$ cat src/rtl/frogger_pkg.sv
// Shared colours, region codes and playfield geometry for the scrolling
// Frogger background generator.
package frogger_pkg;

  localparam logic [11:0] C_GREEN  = 12'h2A6;
  localparam logic [11:0] C_BLUE   = 12'hA21;
  localparam logic [11:0] C_YELLOW = 12'h5FF;
  localparam logic [11:0] C_BLACK  = 12'h000;
  localparam logic [11:0] C_LOG    = 12'h036;
  localparam logic [11:0] C_CAR    = 12'h00F;
  localparam logic [11:0] C_FROG   = 12'h0F0;

  typedef enum logic [2:0] {
    RG_BLACK,
    RG_GREEN,
    RG_YELLOW,
    RG_HOME,
    RG_WALL,
    RG_STREET,
    RG_WATER
  } region_t;

  localparam logic [9:0] SCREEN_W = 10'd640;
  localparam logic [9:0] BORDER_W = 10'd32;
  localparam logic [9:0] HOME_W   = 10'd64;
  localparam logic [9:0] Y_UPPER  = 10'd32;
  localparam logic [9:0] Y_HOME   = 10'd36;
  localparam logic [9:0] Y_WATER  = 10'd68;
  localparam logic [9:0] Y_YEL0   = 10'd228;
  localparam logic [9:0] Y_STREET = 10'd260;
  localparam logic [9:0] Y_YEL1   = 10'd420;
  localparam logic [9:0] Y_BOTTOM = 10'd452;
  localparam int         LANE_SH  = 5;
  localparam int         HOME_SH  = 6;

endpackage

$ cat src/rtl/lane_scroller.sv
// One lane's horizontal scroll offset; wraps modulo the object pattern period.
module lane_scroller #(
  parameter int               PERIOD_LOG2 = 7,
  parameter int               SPEED_W     = 3,
  parameter logic [SPEED_W-1:0] SPEED     = '0,
  parameter bit               DIR         = 1'b0
) (
  input  logic                   clk_100MHz,
  input  logic                   reset_n,
  input  logic                   advance,
  output logic [PERIOD_LOG2-1:0] off
);

  localparam logic [PERIOD_LOG2-1:0] STEP = PERIOD_LOG2'(SPEED);

  logic [PERIOD_LOG2-1:0] r_off;

  // DIR=0 decrements (objects drift right), DIR=1 increments (drift left)
  always_ff @(posedge clk_100MHz or negedge reset_n) begin
    if (!reset_n)     r_off <= '0;
    else if (advance) r_off <= DIR ? r_off + STEP : r_off - STEP;
  end

  assign off = r_off;

endmodule

$ cat src/rtl/playfield_scroll_gen.sv
// Frogger playfield generator with scrolling logs/cars, home flags and a
// per-pixel hazard map; two-stage pipeline from (x, y, video_on) to rgb/hazard.
module playfield_scroll_gen
  import frogger_pkg::*;
#(
  parameter int NUM_LANES   = 5,
  parameter int NUM_HOMES   = 5,
  parameter int PERIOD_LOG2 = 7,
  parameter int SPEED_W     = 3,
  parameter logic [NUM_LANES*SPEED_W-1:0] WATER_SPEED = 15'h2A51,
  parameter logic [NUM_LANES*SPEED_W-1:0] ROAD_SPEED  = 15'h1C8B,
  parameter int LOG_LEN     = 96,
  parameter int CAR_LEN     = 40
) (
  input  logic        clk_100MHz,
  input  logic        reset_n,
  input  logic        video_on,
  input  logic [9:0]  x,
  input  logic [9:0]  y,
  input  logic        frame_tick,
  input  logic        pause,
  input  logic        home_set,
  input  logic [2:0]  home_idx,
  input  logic        home_clear,
  output logic [11:0] rgb,
  output logic        hazard,
  output logic        homes_full
);

  localparam logic [PERIOD_LOG2:0] LOG_LIM = (PERIOD_LOG2+1)'(LOG_LEN);
  localparam logic [PERIOD_LOG2:0] CAR_LIM = (PERIOD_LOG2+1)'(CAR_LEN);

  // Async assert, synchronous release of the internal reset
  logic [1:0] r_rst_sync;
  logic       w_rst_n;

  always_ff @(posedge clk_100MHz or negedge reset_n) begin
    if (!reset_n) r_rst_sync <= 2'b00;
    else          r_rst_sync <= {r_rst_sync[0], 1'b1};
  end

  assign w_rst_n = r_rst_sync[1];

  logic w_advance;
  logic [NUM_LANES-1:0][PERIOD_LOG2-1:0] w_off_water;
  logic [NUM_LANES-1:0][PERIOD_LOG2-1:0] w_off_street;

  assign w_advance = frame_tick & ~pause;

  for (genvar g = 0; g < NUM_LANES; g++) begin : g_lane
    lane_scroller #(
      .PERIOD_LOG2 (PERIOD_LOG2),
      .SPEED_W     (SPEED_W),
      .SPEED       (WATER_SPEED[g*SPEED_W +: SPEED_W]),
      .DIR         ((g % 2) == 1)
    ) u_water (
      .clk_100MHz (clk_100MHz),
      .reset_n    (w_rst_n),
      .advance    (w_advance),
      .off        (w_off_water[g])
    );
    lane_scroller #(
      .PERIOD_LOG2 (PERIOD_LOG2),
      .SPEED_W     (SPEED_W),
      .SPEED       (ROAD_SPEED[g*SPEED_W +: SPEED_W]),
      .DIR         ((g % 2) == 1)
    ) u_street (
      .clk_100MHz (clk_100MHz),
      .reset_n    (w_rst_n),
      .advance    (w_advance),
      .off        (w_off_street[g])
    );
  end

  // Home flags; clear has priority over set
  logic [NUM_HOMES-1:0] r_home_flags;
  logic                 r_homes_full;

  always_ff @(posedge clk_100MHz or negedge w_rst_n) begin
    if (!w_rst_n) begin
      r_home_flags <= '0;
      r_homes_full <= 1'b0;
    end else begin
      if (home_clear)
        r_home_flags <= '0;
      else if (home_set && (home_idx < 3'(NUM_HOMES)))
        r_home_flags[home_idx] <= 1'b1;
      r_homes_full <= &r_home_flags;
    end
  end

  // Region decode, highest priority first
  region_t                w_region;
  logic [9:0]             w_hx;
  logic [3:0]             w_slot;
  logic [9:0]             w_dy;
  logic [2:0]             w_lane;
  logic [PERIOD_LOG2-1:0] w_off;
  logic [PERIOD_LOG2-1:0] w_sx;

  assign w_hx   = x - BORDER_W;
  assign w_slot = 4'(w_hx >> HOME_SH);

  always_comb begin
    w_region = RG_WATER;
    if (y >= Y_BOTTOM)                                   w_region = RG_GREEN;
    else if (y < Y_UPPER)                                w_region = RG_BLACK;
    else if (x < BORDER_W || x >= SCREEN_W - BORDER_W)   w_region = RG_GREEN;
    else if (y < Y_HOME)                                 w_region = RG_GREEN;
    else if ((y >= Y_YEL0 && y < Y_STREET) || y >= Y_YEL1) w_region = RG_YELLOW;
    else if (y < Y_WATER)
      w_region = (w_slot[0] || w_slot[3:1] >= 3'(NUM_HOMES)) ? RG_WALL : RG_HOME;
    else if (y >= Y_STREET)                              w_region = RG_STREET;
  end

  assign w_dy   = y - ((w_region == RG_STREET) ? Y_STREET : Y_WATER);
  assign w_lane = 3'(w_dy >> LANE_SH);
  assign w_off  = (w_region == RG_STREET) ? w_off_street[w_lane] : w_off_water[w_lane];
  assign w_sx   = x[PERIOD_LOG2-1:0] + w_off;

  // S1
  region_t                r_s1_region;
  logic [2:0]             r_s1_home;
  logic [PERIOD_LOG2-1:0] r_s1_sx;
  logic                   r_s1_von;

  always_ff @(posedge clk_100MHz or negedge w_rst_n) begin
    if (!w_rst_n) begin
      r_s1_region <= RG_BLACK;
      r_s1_home   <= '0;
      r_s1_sx     <= '0;
      r_s1_von    <= 1'b0;
    end else begin
      r_s1_region <= w_region;
      r_s1_home   <= w_slot[3:1];
      r_s1_sx     <= w_sx;
      r_s1_von    <= video_on;
    end
  end

  // S2: colour and hazard
  logic [11:0] r_rgb;
  logic        r_hazard;

  always_ff @(posedge clk_100MHz or negedge w_rst_n) begin
    if (!w_rst_n) begin
      r_rgb    <= C_BLACK;
      r_hazard <= 1'b0;
    end else begin
      r_rgb    <= C_BLACK;
      r_hazard <= 1'b0;
      if (r_s1_von) begin
        case (r_s1_region)
          RG_GREEN:  r_rgb <= C_GREEN;
          RG_YELLOW: r_rgb <= C_YELLOW;
          RG_WALL: begin
            r_rgb    <= C_GREEN;
            r_hazard <= 1'b1;
          end
          RG_HOME: begin
            r_rgb    <= r_home_flags[r_s1_home] ? C_FROG : C_BLUE;
            r_hazard <= r_home_flags[r_s1_home];
          end
          RG_STREET: begin
            if ({1'b0, r_s1_sx} < CAR_LIM) begin
              r_rgb    <= C_CAR;
              r_hazard <= 1'b1;
            end
          end
          RG_WATER: begin
            if ({1'b0, r_s1_sx} < LOG_LIM) begin
              r_rgb <= C_LOG;
            end else begin
              r_rgb    <= C_BLUE;
              r_hazard <= 1'b1;
            end
          end
          default: ;
        endcase
      end
    end
  end

  assign rgb        = r_rgb;
  assign hazard     = r_hazard;
  assign homes_full = r_homes_full;

endmodule

$ cat config.mk
export PLATFORM = sky130hd
export DESIGN_NAME = playfield_scroll_gen
export DESIGN_NICKNAME = d
export VERILOG_FILES = /design/src/rtl/frogger_pkg.sv /design/src/rtl/lane_scroller.sv /design/src/rtl/playfield_scroll_gen.sv
export SDC_FILE = /design/constraint.sdc
export NUM_CORES = 1
export LEC_CHECK = 0
export CAP_MARGIN = 5
export CORE_ASPECT_RATIO = 1.5
export CORE_MARGIN = 5
export CORE_UTILIZATION = 62
export DETAILED_ROUTE_END_ITERATION = 10
export PLACE_DENSITY_LB_ADDON = 0.12
export SLEW_MARGIN = 5
export SYNTH_ARGS = -nofsm -noshare
export SYNTH_HDL_FRONTEND = slang
export SYNTH_SLANG_ARGS = --single-unit
$ cat constraint.sdc
create_clock -name clk_100MHz -period 5.3 [get_ports clk_100MHz]
set_input_delay 0.53 -clock clk_100MHz [delete_from_list [all_inputs] [get_ports clk_100MHz]]
set_output_delay 0.53 -clock clk_100MHz [all_outputs]
set_load 0.005 [all_outputs]
Word-level counts from Yosys, hierarchy flattened --
Index checks and enable logic that the tools add are counted.
Operators by class: add/subtract/negate cells 13, $lt $le $gt $ge 18, equality and inequality tests 7, mux-type cells 29, bitwise logic cells 3, reductions and logical operators 9
Operator list (number):
- $pmux 12 s5 | 1
- $bmux 7 s3 | 2
- $mux 12 | 3
- $ge 10x9->1 const B | 3
- $lt 10x6->1 const B | 3
- $mux 7 | 4
- $mux 3 | 7
- $sub 7x1->7 const B | 3
- $sub 7x2->7 const B | 3
- $add 7x3->7 const B | 2
- $eq 3x3->1 const B | 4
- $lt 3x4->1 const B | 3
- $ge 10x10->1 const B | 1
- $ge 10x8->1 const B | 1
- $lt 10x7->1 const B | 1
- $lt 10x9->1 const B | 1
- $mux 5 | 2
- $sub 10x6->10 const B | 1
- $sub 8x8->8 | 1
- $add 7x1->7 const B | 1
- $add 7x2->7 const B | 1
- $add 7x7->7 | 1
- $lt 7x6->1 const B | 1
- $lt 7x7->1 const B | 1
- 19 further kinds | 28
Storage, ports and cells: bits in registers 105, bits of input ports 30

Depth between registers and ports, before layout --
Gate-level depths: netlist of the first run.
word-level depth 17, mapped depth 21, depth with buffers taken out 19

Hierarchy --
From an unflattened synthesis of the first run, not the netlist that was laid out.
Unflattened totals: cells, all modules 481, area, all modules 5267.6 um2
Modules (own cells, without submodules):
- playfield_scroll_gen | instances 1, cells an instance 251, area an instance 2356.0 um2, sequential area each 750.7 um2
- lane_scroller (g_lane[0].u_water ...) | instances 3, cells an instance 25, area an instance 309.0 um2, sequential area each 175.2 um2
- lane_scroller (g_lane[2].u_street ...) | instances 2, cells an instance 23, area an instance 276.5 um2, sequential area each 150.1 um2
- lane_scroller (g_lane[0].u_street) | instances 1, cells an instance 23, area an instance 316.6 um2, sequential area each 175.2 um2
- lane_scroller (g_lane[3].u_water) | instances 1, cells an instance 22, area an instance 297.8 um2, sequential area each 175.2 um2
- lane_scroller (g_lane[1].u_street) | instances 1, cells an instance 22, area an instance 282.8 um2, sequential area each 175.2 um2
- lane_scroller (g_lane[3].u_street) | instances 1, cells an instance 22, area an instance 272.8 um2, sequential area each 150.1 um2
- lane_scroller (g_lane[1].u_water) | instances 1, cells an instance 20, area an instance 261.5 um2, sequential area each 150.1 um2

Worst setup path after synthesis of the first run --
No wires, ideal clock.
kind input to register, start input port x[8], end register r_s1_sx[5], arrival 5606 ps, required time 5162 ps, setup slack -443 ps, stages 20, path buffers 3, cell sequence clkbuf_1 > a211o_1 > a32o_1 > or4_4 > nor4b_2 > clkbuf_1 > ha_1 > o41a_1 > nor2_1 > buf_1 > mux4_2 > a221oi_1 > a21oi_1 > ha_1 > nand2_1 > or4_1 > or4_1 > o211ai_2 > or3_1 > o311ai_2
Between the ends: longest elaborated chain between the ends 17, elaborated cells on any way between the ends 22
Ends and longest elaborated chain:
- start: declaration | line playfield_scroll_gen.sv:18 | input logic [9:0] x,
- $sub 10x6->10 | line playfield_scroll_gen.sv:101 | assign w_hx = x - BORDER_W;
- $ge 3x3->1 | line playfield_scroll_gen.sv:112 | w_region = (w_slot[0] || w_slot[3:1] >= 3'(NUM_HOMES)) ? RG_WALL : RG_HOME;
- $logic_or 1x1->1 | line playfield_scroll_gen.sv:112
- $mux 3 | line playfield_scroll_gen.sv:112
- $mux 3 | line playfield_scroll_gen.sv:111 | else if (y < Y_WATER)
- $mux 3 | line playfield_scroll_gen.sv:110 | else if ((y >= Y_YEL0 && y < Y_STREET) || y >= Y_YEL1) w_region = RG_YELLOW;
- $mux 3 | line playfield_scroll_gen.sv:109 | else if (y < Y_HOME) w_region = RG_GREEN;
- $mux 3 (*) | line playfield_scroll_gen.sv:108 | else if (x < BORDER_W || x >= SCREEN_W - BORDER_W) w_region = RG_GREEN;
- [... 2 more ...]
- $eq 3x3->1 (*) | line playfield_scroll_gen.sv:116, playfield_scroll_gen.sv:118
- $mux 7 | line playfield_scroll_gen.sv:116 | assign w_dy = y - ((w_region == RG_STREET) ? Y_STREET : Y_WATER);
- $sub 8x8->8 | line playfield_scroll_gen.sv:116
- $bmux 7 s3 | line playfield_scroll_gen.sv:118 | assign w_off = (w_region == RG_STREET) ? w_off_street[w_lane] : w_off_water[w_lane];
- $mux 7 (not written as such) | line playfield_scroll_gen.sv:118
- $mux 7 (*) | line playfield_scroll_gen.sv:118
- $add 7x7->7 (*) | line playfield_scroll_gen.sv:119 | assign w_sx = x[PERIOD_LOG2-1:0] + w_off;
- named net w_sx[5] | line playfield_scroll_gen.sv:99 | logic [PERIOD_LOG2-1:0] w_sx;
- end signal: assignment | line playfield_scroll_gen.sv:136 | r_s1_sx <= w_sx;
- end: declaration | line playfield_scroll_gen.sv:124 | logic [PERIOD_LOG2-1:0] r_s1_sx;
Mark *: on every way through the listed nets, which the timed path passes. The rest lies on a longest branch. The select of a mux whose other input is x is not followed. A chain may end at the register's enable or synchronous reset.

Worst setup path after layout of the first run --
start input port y[2], end register r_s1_sx[5]
Between the ends: longest elaborated chain between the ends 15, elaborated cells on any way between the ends 26
Ends and longest elaborated chain:
- start: declaration | line playfield_scroll_gen.sv:19 | input logic [9:0] y,
- $ge 10x9->1, or another cell as far along | line playfield_scroll_gen.sv:113 | else if (y >= Y_STREET) w_region = RG_STREET;
- $mux 2 or $logic_and 1x1->1 (tied branches) | line playfield_scroll_gen.sv:113, playfield_scroll_gen.sv:110
- $mux 3 or $logic_or 1x1->1 (tied branches) | line playfield_scroll_gen.sv:111, playfield_scroll_gen.sv:110
- $mux 3 | line playfield_scroll_gen.sv:110
- $mux 3 | line playfield_scroll_gen.sv:109
- $mux 3 | line playfield_scroll_gen.sv:108
- $mux 3 | line playfield_scroll_gen.sv:107 | else if (y < Y_UPPER) w_region = RG_BLACK;
- $mux 3 | line playfield_scroll_gen.sv:106 | if (y >= Y_BOTTOM) w_region = RG_GREEN;
- $eq 3x3->1 | line playfield_scroll_gen.sv:116, playfield_scroll_gen.sv:118
- $mux 7 | line playfield_scroll_gen.sv:116
- $sub 8x8->8 | line playfield_scroll_gen.sv:116
- $bmux 7 s3 | line playfield_scroll_gen.sv:118
- $mux 7 (not written as such) | line playfield_scroll_gen.sv:118
- $mux 7 (*) | line playfield_scroll_gen.sv:118
- $add 7x7->7 (*) | line playfield_scroll_gen.sv:119
- named net w_sx[5] | line playfield_scroll_gen.sv:99
Marked as above.

==> results of run 1 <==
[logic make-up (layout without fill, tap and decap cells)]
logic type / after synthesis / count (layout) / share of synthesized area
compound gates: 77 / 77 / 0.112
xor+xnor: 63 / 63 / 0.111
fa+ha+maj: 17 / 17 / 0.0429
buf+inv: 38 / 120 / 0.0305
flops: 96 / 96 / 0.485
mux: 13 / 13 / 0.0591
other cells: 1 / 1 / 0.000756
simple gates: 156 / 156 / 0.159
[layout make-up]
| type | instances | share of cell area |
|---|---|---|
| Timing Repair Buffer | 83 | 0.120 |
| Multi-Input combinational cell | 327 | 0.400 |
| Inverter | 21 | 0.0130 |
| Tap cell | 105 | 0.0216 |
| Clock buffer | 14 | 0.0434 |
| Sequential cell | 96 | 0.396 |
| Clock inverter | 2 | 0.00617 |
[report_power, final]
part	switching (mW)	leakage, nW	total [mW]	internal, mW
sequential	0.312	1.18	1.32	1.00
clock	0.269	0.143	0.661	0.392
combinational	0.382	1.33	0.834	0.452
[critical path: cells and delay by family]
kind	cells	cell delay (ns)
buffers and inverters	2	0.65
AOI/OAI and AO/OA	8	1.47
adders and majority gates	2	0.59
and+or+nand+nor	7	2.15
[cells in the final DEF (no fill, tap or decap), drive strengths merged, types with 2 or more instances in the layout]
cell,Yosys,final
nor2,33,33
buf,7,42
dfrtp,96,96
nor2b,4,4
a211oi,2,2
inv,21,21
o31ai,3,3
clkbuf,10,14
and3,3,3
a32o,2,2
dlymetal6s2s,0,2
nor3b,3,3
ha,17,17
nand3,11,11
a22oi,7,7
a21oi,15,15
o21a,3,3
o21bai,2,2
clkdlybuf4s50,0,39
xnor2,44,44
nand4,6,6
or3,3,3
nand2,49,49
a221oi,7,7
xor2,19,19
o211ai,3,3
o22ai,2,2
o41a,2,2
a31oi,7,7
nand3b,4,4
nor3,14,14
o41ai,2,2
or4,7,7
nor4,8,8
o21ai,10,10
nand2b,6,6
mux4,13,13
or2,3,3
[routing by layer]
metal	routed length, um	global-route usage	part of all wire	vias up
li1	-	-	-	1801
met1	4350	0.266	0.38	1915
met2	6350	0.458	0.55	96
met3	416	0.0405	0.036	29
met4	397	0.124	0.034	0
met5	0	0	0	-
[worst max-delay path by stage]
| stage | from | to | cells past startpoint |
|---|---|---|---|
| final | y[2] | r_s1_sx[5]$_DFF_PN0_ | 19 |
| after global routing | y[2] | r_s1_sx[5]$_DFF_PN0_ | 19 |
| after CTS | y[5] | r_s1_sx[5]$_DFF_PN0_ | 20 |
| after detailed placement | y[3] | r_s1_sx[5]$_DFF_PN0_ | 18 |
| after global placement | y[3] | r_s1_sx[5]$_DFF_PN0_ | 18 |
| after floorplan | x[8] | r_s1_sx[5]$_DFF_PN0_ | 20 |
[state kept, by name, indices dropped and copies added, names as in the netlist]
signal	cells
homes_full	1
r_home_flags	5
g_lane.u_street.off	33
rgb	10
r_rst_sync	2
r_s1_von	1
hazard	1
r_s1_home	3
g_lane.u_water.off	33
r_s1_region	3
r_s1_sx	4
[stage by stage]
step,worst slack [ns],utilization
2_1_floorplan,0.00135,-
3_3_place_gp,-0.178,0.728
3_5_place_dp,-0.270,0.728
4_1_cts,0.0614,0.767
5_1_grt,-0.0675,0.769
6_report,0.140,0.769
[repair_timing]
item	4_1_cts	5_1_grt
setup endpoints to repair	2	3
endpoints found under the hold margin	0	0
resized for setup	1	5
pin swaps	0	1
setup buffers	0	0
==> impl_results.md, run 1 <==
* Status: complete, no violations
* Reg area at about 0.0024 sq mm
* H-tree depth at 3
* Post-Syn Area at around 0.005 sq mm
* Reg2reg start: g_lane[1].u_water.off[1]$_DFFE_PN0P_
* CP Class: input pin to register
* Syn avg cell area at 10.8 sq um
* R2R Setup Slk at 2.19 ns
* Crit path largest cell delay at 0.61 ns
* GRT Total Usage at 0.246
* Clock period minus worst slack at 5.16 ns
* Library cells used by synthesis at 55
* Post-DP HPWL at 8.32 mm
* Final setup viols at 0
* Post-Syn Instances at 461
* Critical path, cell by cell: clkdlybuf4s50_1, or4_1, a21oi_2, o2111ai_1, nor4b_4, ha_1, o41a_1, buf_4, o221ai_1, and3_1, a221oi_2, a21oi_1, ha_1, nand2_1, or4_1, or4_1, o211ai_2, nor2_2, o311ai_2
* Most common cell in the synthesized netlist: dfrtp_1
* Vias per cell at just under 6
* Crit path launch type: input pin
* Number of global-route vias before repair at about 4000
* Die span in y at about 120 um
* Hold Crit Class: register to async pin
* Cell mode on critical path: or4_1
* DR DRC count at 0
* Cells after DPL at 632
* CTS root buffer: clkbuf_16
* Worst vdd ir at 0.380 mV
* Leak at ~2.7 nW
* Post-synth EDFFs at 0
* F_max at 194 MHz
* Core area at 0.00791 sq mm
* Fin cells at 648
* Crit end category: register
* CTS Hold Bufs at 0
* Max Buffers Root-to-Sink at 2
* Worst-Margin Slew at between 0.9 and 1 ns
* Worst R2R Path Depth at 10
* Fraction of the cycle the final worst path needs at 0.974
* Seq/Total Area, Yosys at 0.485
* Synth area leaders: dfrtp_1, xnor2_1, mux4_2
* Initial antenna violation count at 0
* Nets at between 500 and 600
* Starting Density at 0.627
* Full die area at 0.00992 sq mm
* Vias at 3841
* Synthesized Nets at 508
* Synth Flop Type: dfrtp_1
* Relative slew slack at 0.363
* WP data required at roughly 5.6 ns
* Number of buffers created by CTS at 9
* Hold Slack at 0.264 ns
* Yosys reg bits at 96
* Antenna-violating nets left at 0
* Post-Layout Inst Area at around 0.0061 sq mm
* Area grow syn2layout at 22.7%
* Fillers at 562
* Routed Wire Length at 11.5 mm
* CTS tree: yes
* Yosys top cell area share at 0.485
* Final hold viol count at 0
* PnR Total Power at 2.81 mW
* Largest net degree at the start of global routing at 64
* DRT iter0 DRCs at 219
* Placement row count at 40
* Critical R2R Capture: r_s1_sx[5]$_DFF_PN0_
* Wire length per cell at 17.8 um
* CP max stage cell: or4_1
* Die width at 83.0 um
* Diodes inserted at 0
* Worst clock skew at 0.00817 ns
* Aggregate global routing overflow at 0
* Cell area after placement at between 0.005 and 0.006 sq mm
* Critical path arrival at 5.41 ns
* Max Cap Viol at 0
* Asr flop ratio synth at 1.00
* Pwr/cell area at 462 mW/mm^2
* GP Congestion at about 0.87
* Clock sink count at 96
* Crit path max fanout at 4
* Slew Viols, Final at 0
* Dominant cell type by area after synthesis: dfrtp_1
* Register clock-pin slew on the reported worst setup and hold paths at 0.07 ns
* 1st-pass router iterations at 5
* Layout cell share with drive strength beyond 1 at 0.155
* First-pass GRT wire length at 19.3 mm
* PortBufs at 41
* Latest clock arrival within the worst-skew pair at 0.35 ns
* Multi-input gate area at 0.00243 sq mm
* Total negative slack at 0 ns
* Yosys warnings at 0
* Top cells by count, synth: dfrtp_1, nand2_1, xnor2_1, nor2_1, inv_1
* Boundary Pins at 44
Power figures use the tool's default switching activity.
==> run 2: changes to the inputs <==
--- a/config.mk
+++ b/config.mk
@@ -8,10 +8,12 @@
 export CAP_MARGIN = 5
 export CORE_ASPECT_RATIO = 1.5
 export CORE_MARGIN = 5
-export CORE_UTILIZATION = 62
+export CORE_UTILIZATION = 68
 export DETAILED_ROUTE_END_ITERATION = 10
+export DONT_BUFFER_PORTS = 1
 export PLACE_DENSITY_LB_ADDON = 0.12
 export SLEW_MARGIN = 5
 export SYNTH_ARGS = -nofsm -noshare
 export SYNTH_HDL_FRONTEND = slang
+export SYNTH_HIERARCHICAL = 1
 export SYNTH_SLANG_ARGS = --single-unit
==> run 2 against run 1 <==
Against the previous run: sequential power rose by 5%; clock-buffer cell count fell by 4; setup slack improved by 0.35 ns; global-route usage fell by 1.6 points; fmax rose by 7.2%; critical path depth rose by 1; power rose by 0.87%; non-clock buffer count fell by 73; clock power rose by 5.1%; via count fell by 8.2%; clock skew fell by 0.0031 ns; register-to-register slack improved by 0.33 ns; critical endpoint unchanged; largest power group unchanged.
==> impl_results.md, run 2 <==
* Status: complete, no violations
* Vias at 3527 (-8.2%)
* GRT Total Usage at 0.230 (-0.0159)
* Post-Syn Area at 0.00527 sq mm (+6.3%)
* Hold Slack at 0.209 ns (-0.0546 ns)
* Crit path largest cell delay at 0.51 ns (-0.10 ns)
* Max Buffers Root-to-Sink at 2 (unchanged)
* Hold Crit Class: input pin to register
* Crit end category: register
* CP Launch Point: x[6]
* Slew Viols, Final at 0 (unchanged)
* CTS tree: yes
* Register clock-pin slew on the reported worst setup and hold paths at 0.07 ns (about the same)
* Synth area leaders: dfrtp_1, mux4_2, xor2_1
* Worst R2R Path Depth at 10 (unchanged)
* Relative slew slack at 0.452 (+0.0883)
* Critical R2R Capture: r_s1_sx[5]$_DFF_PN0_
* Pwr/cell area at 496 mW/mm^2 (+7.4%)
* Cell mode on critical path: ha_1
* Dominant cell type by area after synthesis: dfrtp_1
* Multi-input gate area at 0.00269 sq mm (+10%)
* Layout cell share with drive strength beyond 1 at 0.152 (-0.00275)
* Syn avg cell area at 11.0 sq um (+1.8%)
* Synth Area in Adders at 0.0404 (-0.00253)
* Synth Area in XOR/XNOR at 0.111 (about the same)
* Diodes inserted at 0 (unchanged)
* Final setup viols at 0 (unchanged)
* Nets at 529 (-9.6%)
* Latest clock arrival within the worst-skew pair at 0.34 ns (about the same)
* Die width at 81.9 um (-1.4%)
* Grt peak-use layer: met2
* CP Class: input pin to register
* Number of buffers created by CTS at 9 (unchanged)
* GP Congestion at 0.853 (-2.1%)
* Leak at 2.54 nW (-4.4%)
* Most common cell after layout, fill and taps aside: dfrtp_1
* PortBufs at 0 (-100%)
* Initial antenna violation count at 0 (unchanged)
* Worst clock skew at 0.00511 ns (-0.00306 ns)
* Asr flop ratio synth at 1.00 (unchanged)
* Worst vdd ir at 0.324 mV (-15%)
* Largest net degree at the start of global routing at 69 (+7.8%)
* Full die area at 0.00964 sq mm (-2.8%)
* WP data required at 5.56 ns (about the same)
* Core area at 0.00761 sq mm (-3.7%)
* Clock sink count at 96 (unchanged)
* Placement row count at 39 (-2.5%)
* DRT iter0 DRCs at 159 (-27%)
* Reg area at 0.00241 sq mm (unchanged)
* Critical path, cell by cell: inv_1, ha_1, or4b_1, nand4_1, a211o_1, or4b_1, inv_1, ha_1, xnor2_2, buf_12, mux4_2, nand2_1, a31oi_1, ha_1, nand2_1, a211oi_1, a2111o_1, a41o_1, a21oi_2, xnor2_1
* Post-Syn Instances at 481 (+4.3%)
* DR DRC count at 0 (unchanged)
* Post-synth EDFFs at 0 (unchanged)
* Commonest cells after routing, fill and taps aside: dfrtp_1, nor2_1, nand2_1, xor2_1, xnor2_1
* Boundary Pins at 44 (unchanged)
* Max Cap Viol at 0 (unchanged)
* Met2 usage at 0.374 (-0.0833)
* Synth Area in Compound Gates at 0.0967 (-0.0149)
* Reg2reg start: g_lane[2].u_street/off[1]$_DFFE_PN0P_
* CP max stage cell: or4b_1
* Wire length per cell at 17.2 um (-3.5%)
* Critical Path Sink: r_s1_sx[5]$_DFF_PN0_
* Worst-Margin Slew at 0.823 ns (-0.128 ns)
* Final hold viol count at 0 (unchanged)
* Yosys warnings at 6 (+6)
* Post-DP HPWL at 7.36 mm (-12%)
* Mux share of post-synthesis cell area at 0.0779 (+0.0188)
* Yosys reg bits at 96 (unchanged)
* Library cells used by synthesis at 61 (+11%)
* Aggregate global routing overflow at 0 (unchanged)
* R2R Setup Slk at 2.52 ns (+0.33 ns)
* Antenna-violating nets left at 0 (unchanged)
* Vias per cell at 5.99 (+1.0%)
* Number of global-route vias before repair at 3516 (-14%)
* Critical path arrival at 5.07 ns (-0.34 ns)
* Yosys top cell area share at 0.456 (-0.0285)
* Setup Slack @ Placement at 0.145 ns (+0.414 ns)
* 1st-pass router iterations at 4 (-1)
* Area grow syn2layout at 8.48%
* H-tree depth at 3 (unchanged)
* Fillers at 547 (-2.7%)
* Total negative slack at 0 ns (unchanged)
* Combinational family with the most area after synthesis: simple AND/OR/NAND/NOR gates
* Routed Wire Length at 10.1 mm (-12%)
* Synthesized Nets at 528 (+3.9%)
* Seq/Total Area, Yosys at 0.456 (-0.0285)
* Post-route worst setup slack at 0.488 ns (+0.348 ns)
* Top cells by count, synth: dfrtp_1, nor2_1, nand2_1, xor2_1, xnor2_1
* Starting Density at 0.692 (+0.0651)
* Worst Hold Launch: video_on
* Crit path max fanout at 11 (+7)
* Fraction of the cycle the final worst path needs at 0.908 (-0.0656)
* CTS root buffer: clkbuf_16
* Most common cell in the synthesized netlist: dfrtp_1
* Crit path launch type: input pin
* M3 GR Usage at 0.0398 (-0.000706)
* Clock period minus worst slack at 4.81 ns (-0.348 ns)
* Post-CTS Resized at 0 (-1)
* F_max at 208 MHz (+7.2%)
* M1 GR Usage at 0.298 (+0.0318)
* Post-Synth Simple-Gate Area at 0.177 (+0.0179)
* Die span in y at 118 um (-1.4%)
* Synth Flop Type: dfrtp_1
* Unrepaired setup endpoints after global routing: false
* First-pass GRT wire length at 17.1 mm (-11%)
==> run 2: changes by cell type after synthesis, moves of 5 or more <==
cell / before / now
xnor2_1: 44 / 32
xor2_1: 19 / 35
nor4_1: 7 / 0
nor4b_2: 1 / 6
nor2_1: 32 / 40
a221oi_1: 7 / 1
a22oi_1: 7 / 0
nand2_1: 49 / 36
and3_1: 3 / 10
mux2i_1: 0 / 5
a211oi_1: 2 / 8
nand2_2: 0 / 5
==> run 2: repair_timing <==
item / 4_1_cts / 5_1_grt
hold buffers: 1 / 0
buffers inserted: 0 / 0
hold endpoints to repair: 2 / 0
==> run 2: per-stage QoR <==
step                power, mW  utilization  cell area, sq um  std cells
CTS                      2.86        0.751              5710        589
global placement         2.10        0.707              5380        572
global route             3.02        0.751              5710        589
finish                   2.84        0.751              5710        589
floorplan                1.92            -              5290        481
detailed placement       2.15        0.707              5380        572
==> run 2: final cells by class <==
type | count | area share
Sequential cell | 96 | 0.421
Multi-Input combinational cell | 344 | 0.471
Clock buffer | 10 | 0.0401
Inverter | 21 | 0.0138
Tap cell | 102 | 0.0223
Timing Repair Buffer | 10 | 0.0158
Clock inverter | 6 | 0.0162
==> run 2: routing by layer <==
metal / share of wire / routed length, um / vias up
li1: - / - / 1695
met1: 0.41 / 4140 / 1733
met2: 0.52 / 5250 / 82
met3: 0.049 / 494 / 17
met4: 0.022 / 224 / 0
met5: 0 / 0 / -
==> run 2: worst min path at each step <==
| stage | end | slack (ns) | cells after the start |
|---|---|---|---|
| 6_report | r_s1_von$_DFF_PN0_ | 0.21 | 0 |
| 5_1_grt | r_s1_von$_DFF_PN0_ | 0.20 | 0 |
| 4_1_cts | r_s1_von$_DFF_PN0_ | 0.20 | 0 |
| 3_5_place_dp | r_rst_sync[0]$_DFF_PN0_ | 0.23 | 0 |
| 3_3_place_gp | r_rst_sync[0]$_DFF_PN0_ | 0.23 | 0 |
| 2_1_floorplan | r_rst_sync[0]$_DFF_PN0_ | 0.23 | 0 |
==> run 2: where the power goes <==
part / leakage (nW) / switching [mW] / total, mW / internal, mW
sequential: 1.17 / 0.372 / 1.38 / 1.01
clock: 0.149 / 0.279 / 0.695 / 0.416
combinational: 1.22 / 0.329 / 0.759 / 0.431
total: 2.54 / 0.980 / 2.84 / 1.86
==> run 2: logic make-up (layout without fill, tap and decap cells) <==
family,count (synthesis),in the layout
mux,23,23
simple gates,160,160
other cells,5,5
flops,96,96
buf+inv,41,47
compound gates,72,72
xor+xnor,67,67
fa+ha+maj,17,17
==> run 2: worst max-delay path: cells and delay by family <==
kind            cells  cell delay, ns
fa+ha+maj           3            0.79
compound gates      6            1.17
mux                 1            0.51
xor+xnor            2            0.43
simple gates        5            1.27
buf+inv             3            0.37
==> run 3: changes to the inputs <==
--- a/config.mk
+++ b/config.mk
@@ -7,8 +7,8 @@
 export LEC_CHECK = 0
 export CAP_MARGIN = 5
 export CORE_ASPECT_RATIO = 1.5
-export CORE_MARGIN = 5
-export CORE_UTILIZATION = 68
+export CORE_MARGIN = 2
+export CORE_UTILIZATION = 69
 export DETAILED_ROUTE_END_ITERATION = 10
 export DONT_BUFFER_PORTS = 1
 export PLACE_DENSITY_LB_ADDON = 0.12
==> run 3 against run 2 <==
Against the previous run: non-clock buffer count stayed put; design area decreased by 1.2%; clock power is 16% lower; via count is 1.6% higher; combinational power up 2%; die area down 13%; critical path type unchanged; critical endpoint unchanged.
==> impl_results.md, run 3 (synthesis results as in run 2) <==
* Boundary Pins at 44 (unchanged)
* Antenna-violating nets left at 0 (unchanged)
* CP Buf/Inv Count at 3 (unchanged)
* Crit path launch type: input pin
* Routed Wire Length at 10.4 mm (+3.4%)
* Unrepaired setup endpoints after global routing: false
* Critical path, cell by cell: inv_1, ha_1, or4b_1, nand4_1, a211o_1, or4b_1, inv_1, ha_1, xnor2_2, buf_4, mux4_2, nand2_1, a31oi_1, ha_1, nand2_1, a211oi_1, a2111o_1, a41o_1, a21oi_2, xnor2_1
* Layout cell share with drive strength beyond 1 at 0.150 (-0.00205)
* Worst Hold Launch: video_on
* Total negative slack at 0 ns (unchanged)
* Aggregate global routing overflow at 0 (unchanged)
* GRT Total Usage at 0.275 (+0.0444)
* Clock sink count at 96 (unchanged)
* Cells after DPL at 572 (unchanged)
* M3 GR Usage at 0.0627 (+0.0229)
* Core area at 0.00751 sq mm (-1.3%)
* GP Congestion at 0.873 (+2.4%)
* Pwr/cell area at 484 mW/mm^2 (-2.4%)
* Critical R2R Capture: r_s1_sx[5]$_DFF_PN0_
* Starting Density at 0.701 (+0.00899)
* Largest net degree at the start of global routing at 58 (-16%)
* Die width at 75.3 um (-8.0%)
* Diodes inserted at 0 (unchanged)
* Worst clock skew at 0.00429 ns (-0.000824 ns)
* CTS tree: yes
* Critical path arrival at 5.18 ns (+0.11 ns)
* CP Class: input pin to register
* Fraction of the cycle the final worst path needs at 0.928 (+0.0195)
* Latest clock arrival within the worst-skew pair at 0.34 ns (about the same)
* Cell mode on critical path: ha_1
* Vias at 3585 (+1.6%)
* Most common cell after layout, fill and taps aside: dfrtp_1
* Max Cap Viol at 0 (unchanged)
* DRT iter0 DRCs at 263 (+65%)
* Commonest cells after routing, fill and taps aside: dfrtp_1, nor2_1, nand2_1, xor2_1, xnor2_1
* H-tree depth at 3 (unchanged)
* Fin cells at 589 (unchanged)
* Number of buffers created by CTS at 9 (unchanged)
* Area grow syn2layout at 7.20%
* F_max at 203 MHz (-2.1%)
* 1st-pass router iterations at 4 (unchanged)
* Status: complete, no violations
* Crit path largest cell delay at 0.54 ns (+0.03 ns)
* M1 GR Usage at 0.322 (+0.0243)
* Register clock-pin slew on the reported worst setup and hold paths at 0.06 ns (about the same)
* Worst-Margin Slew at 0.700 ns (-0.123 ns)
* Vias per cell at 6.09 (+1.6%)
* Fillers at 548 (+0.18%)
* Placement row count at 39 (unchanged)
* Worst Hold End: r_s1_von$_DFF_PN0_
* Hold Crit Class: input pin to register
* First-pass GRT wire length at 17.3 mm (+1.3%)
* R2R Setup Slk at 2.41 ns (-0.11 ns)
* Post-DP HPWL at 7.60 mm (+3.2%)
* Final setup viols at 0 (unchanged)
* Max Buffers Root-to-Sink at 2 (unchanged)
* Grt peak-use layer: met2
* DR DRC count at 0 (unchanged)
* Relative slew slack at 0.534 (+0.0820)
* Worst vdd ir at 0.358 mV (+10%)
* Hold depth at 0 (unchanged)
* Post-CTS Resized at 0 (unchanged)
* Slew Viols, Final at 0 (unchanged)
* Met2 usage at 0.456 (+0.0817)
* PortBufs at 0 (unchanged)
* PnR Total Power at 2.73 mW (-3.6%)
* Die span in y at 111 um (-5.8%)
* Initial antenna violation count at 0 (unchanged)
* Wire length per cell at 17.7 um (+3.4%)
* Nets at 529 (unchanged)
* Leak at 2.52 nW (-1.1%)
* Final hold viol count at 0 (unchanged)
* Number of global-route vias before repair at 3677 (+4.6%)
* Crit path max fanout at 11 (unchanged)
* Clock period minus worst slack at 4.92 ns (+0.103 ns)
* Full die area at 0.00836 sq mm (-13%)
* Reg2reg start: g_lane[2].u_street/off[1]$_DFFE_PN0P_
* Worst R2R Path Depth at 10 (unchanged)
* CP delay by family, top: simple AND/OR/NAND/NOR gates
* CP max stage cell: mux4_2
* WP data required at 5.56 ns (about the same)
* Crit end category: register
* CTS root buffer: clkbuf_16
-- run 3: cell type report --
type | count | area, sq um | share of cell area
tap | 102 | 128 | 0.0226
clock buffer | 11 | 233 | 0.0412
inverter | 21 | 78.8 | 0.0140
multi-input combinational | 344 | 2690 | 0.476
clock inverter | 5 | 33.8 | 0.00598
timing repair buffer | 10 | 77.6 | 0.0137
sequential | 96 | 2410 | 0.426
-- run 3: worst reg2reg max path, delay by kind of cell (launching register included) --
kind                     cells  cell delay [ns]
adder cells (fa/ha/maj)      1             0.28
AO/OA/AOI/OAI                6             1.34
flip-flops                   1             0.45
multiplexers                 1             0.51
AND/OR/NAND/NOR              1             0.09
XOR/XNOR                     1             0.14
-- run 3: layer usage --
layer  wire length, um  vias up  share of wire
li1                  -     1696              -
met1              4120     1771           0.39
met2              5520       93           0.53
met3               397       25          0.038
met4               405        0          0.039
met5                 0        -              0
-- run 3: per-stage QoR --
step	utilization	setup slack (ns)	cell area, sq um	hold WS [ns]
floorplan	-	0.0702	5290	0.234
global route	0.751	0.0957	5650	0.195
CTS	0.751	0.382	5650	0.205
finish	0.751	0.384	5650	0.210
detailed placement	0.715	0.0835	5370	0.234
global placement	0.715	0.197	5370	0.234
-- run 3: worst max-delay path by stage --
stage	startpoint	end	slack, ns	cells past startpoint
final	x[6]	r_s1_sx[5]$_DFF_PN0_	0.38	20
after global routing	x[6]	r_s1_sx[5]$_DFF_PN0_	0.1	20
after CTS	x[6]	r_s1_sx[5]$_DFF_PN0_	0.38	20
after detailed placement	x[6]	r_s1_sx[5]$_DFF_PN0_	0.08	20
after global placement	x[6]	r_s1_sx[5]$_DFF_PN0_	0.20	20
after floorplan	y[5]	r_s1_sx[5]$_DFF_PN0_	0.07	21
-- run 3: power breakdown --
part	switching, mW	internal (mW)	total, mW
registers	0.369	1.01	1.38
logic	0.346	0.427	0.772
clock network	0.266	0.317	0.583
total	0.981	1.75	2.73
-- run 3: timing repair --
item                                   in CTS  in global routing
hold buffers                                1                  0
endpoints found under the hold margin       2                  0
setup buffers                               0                  0
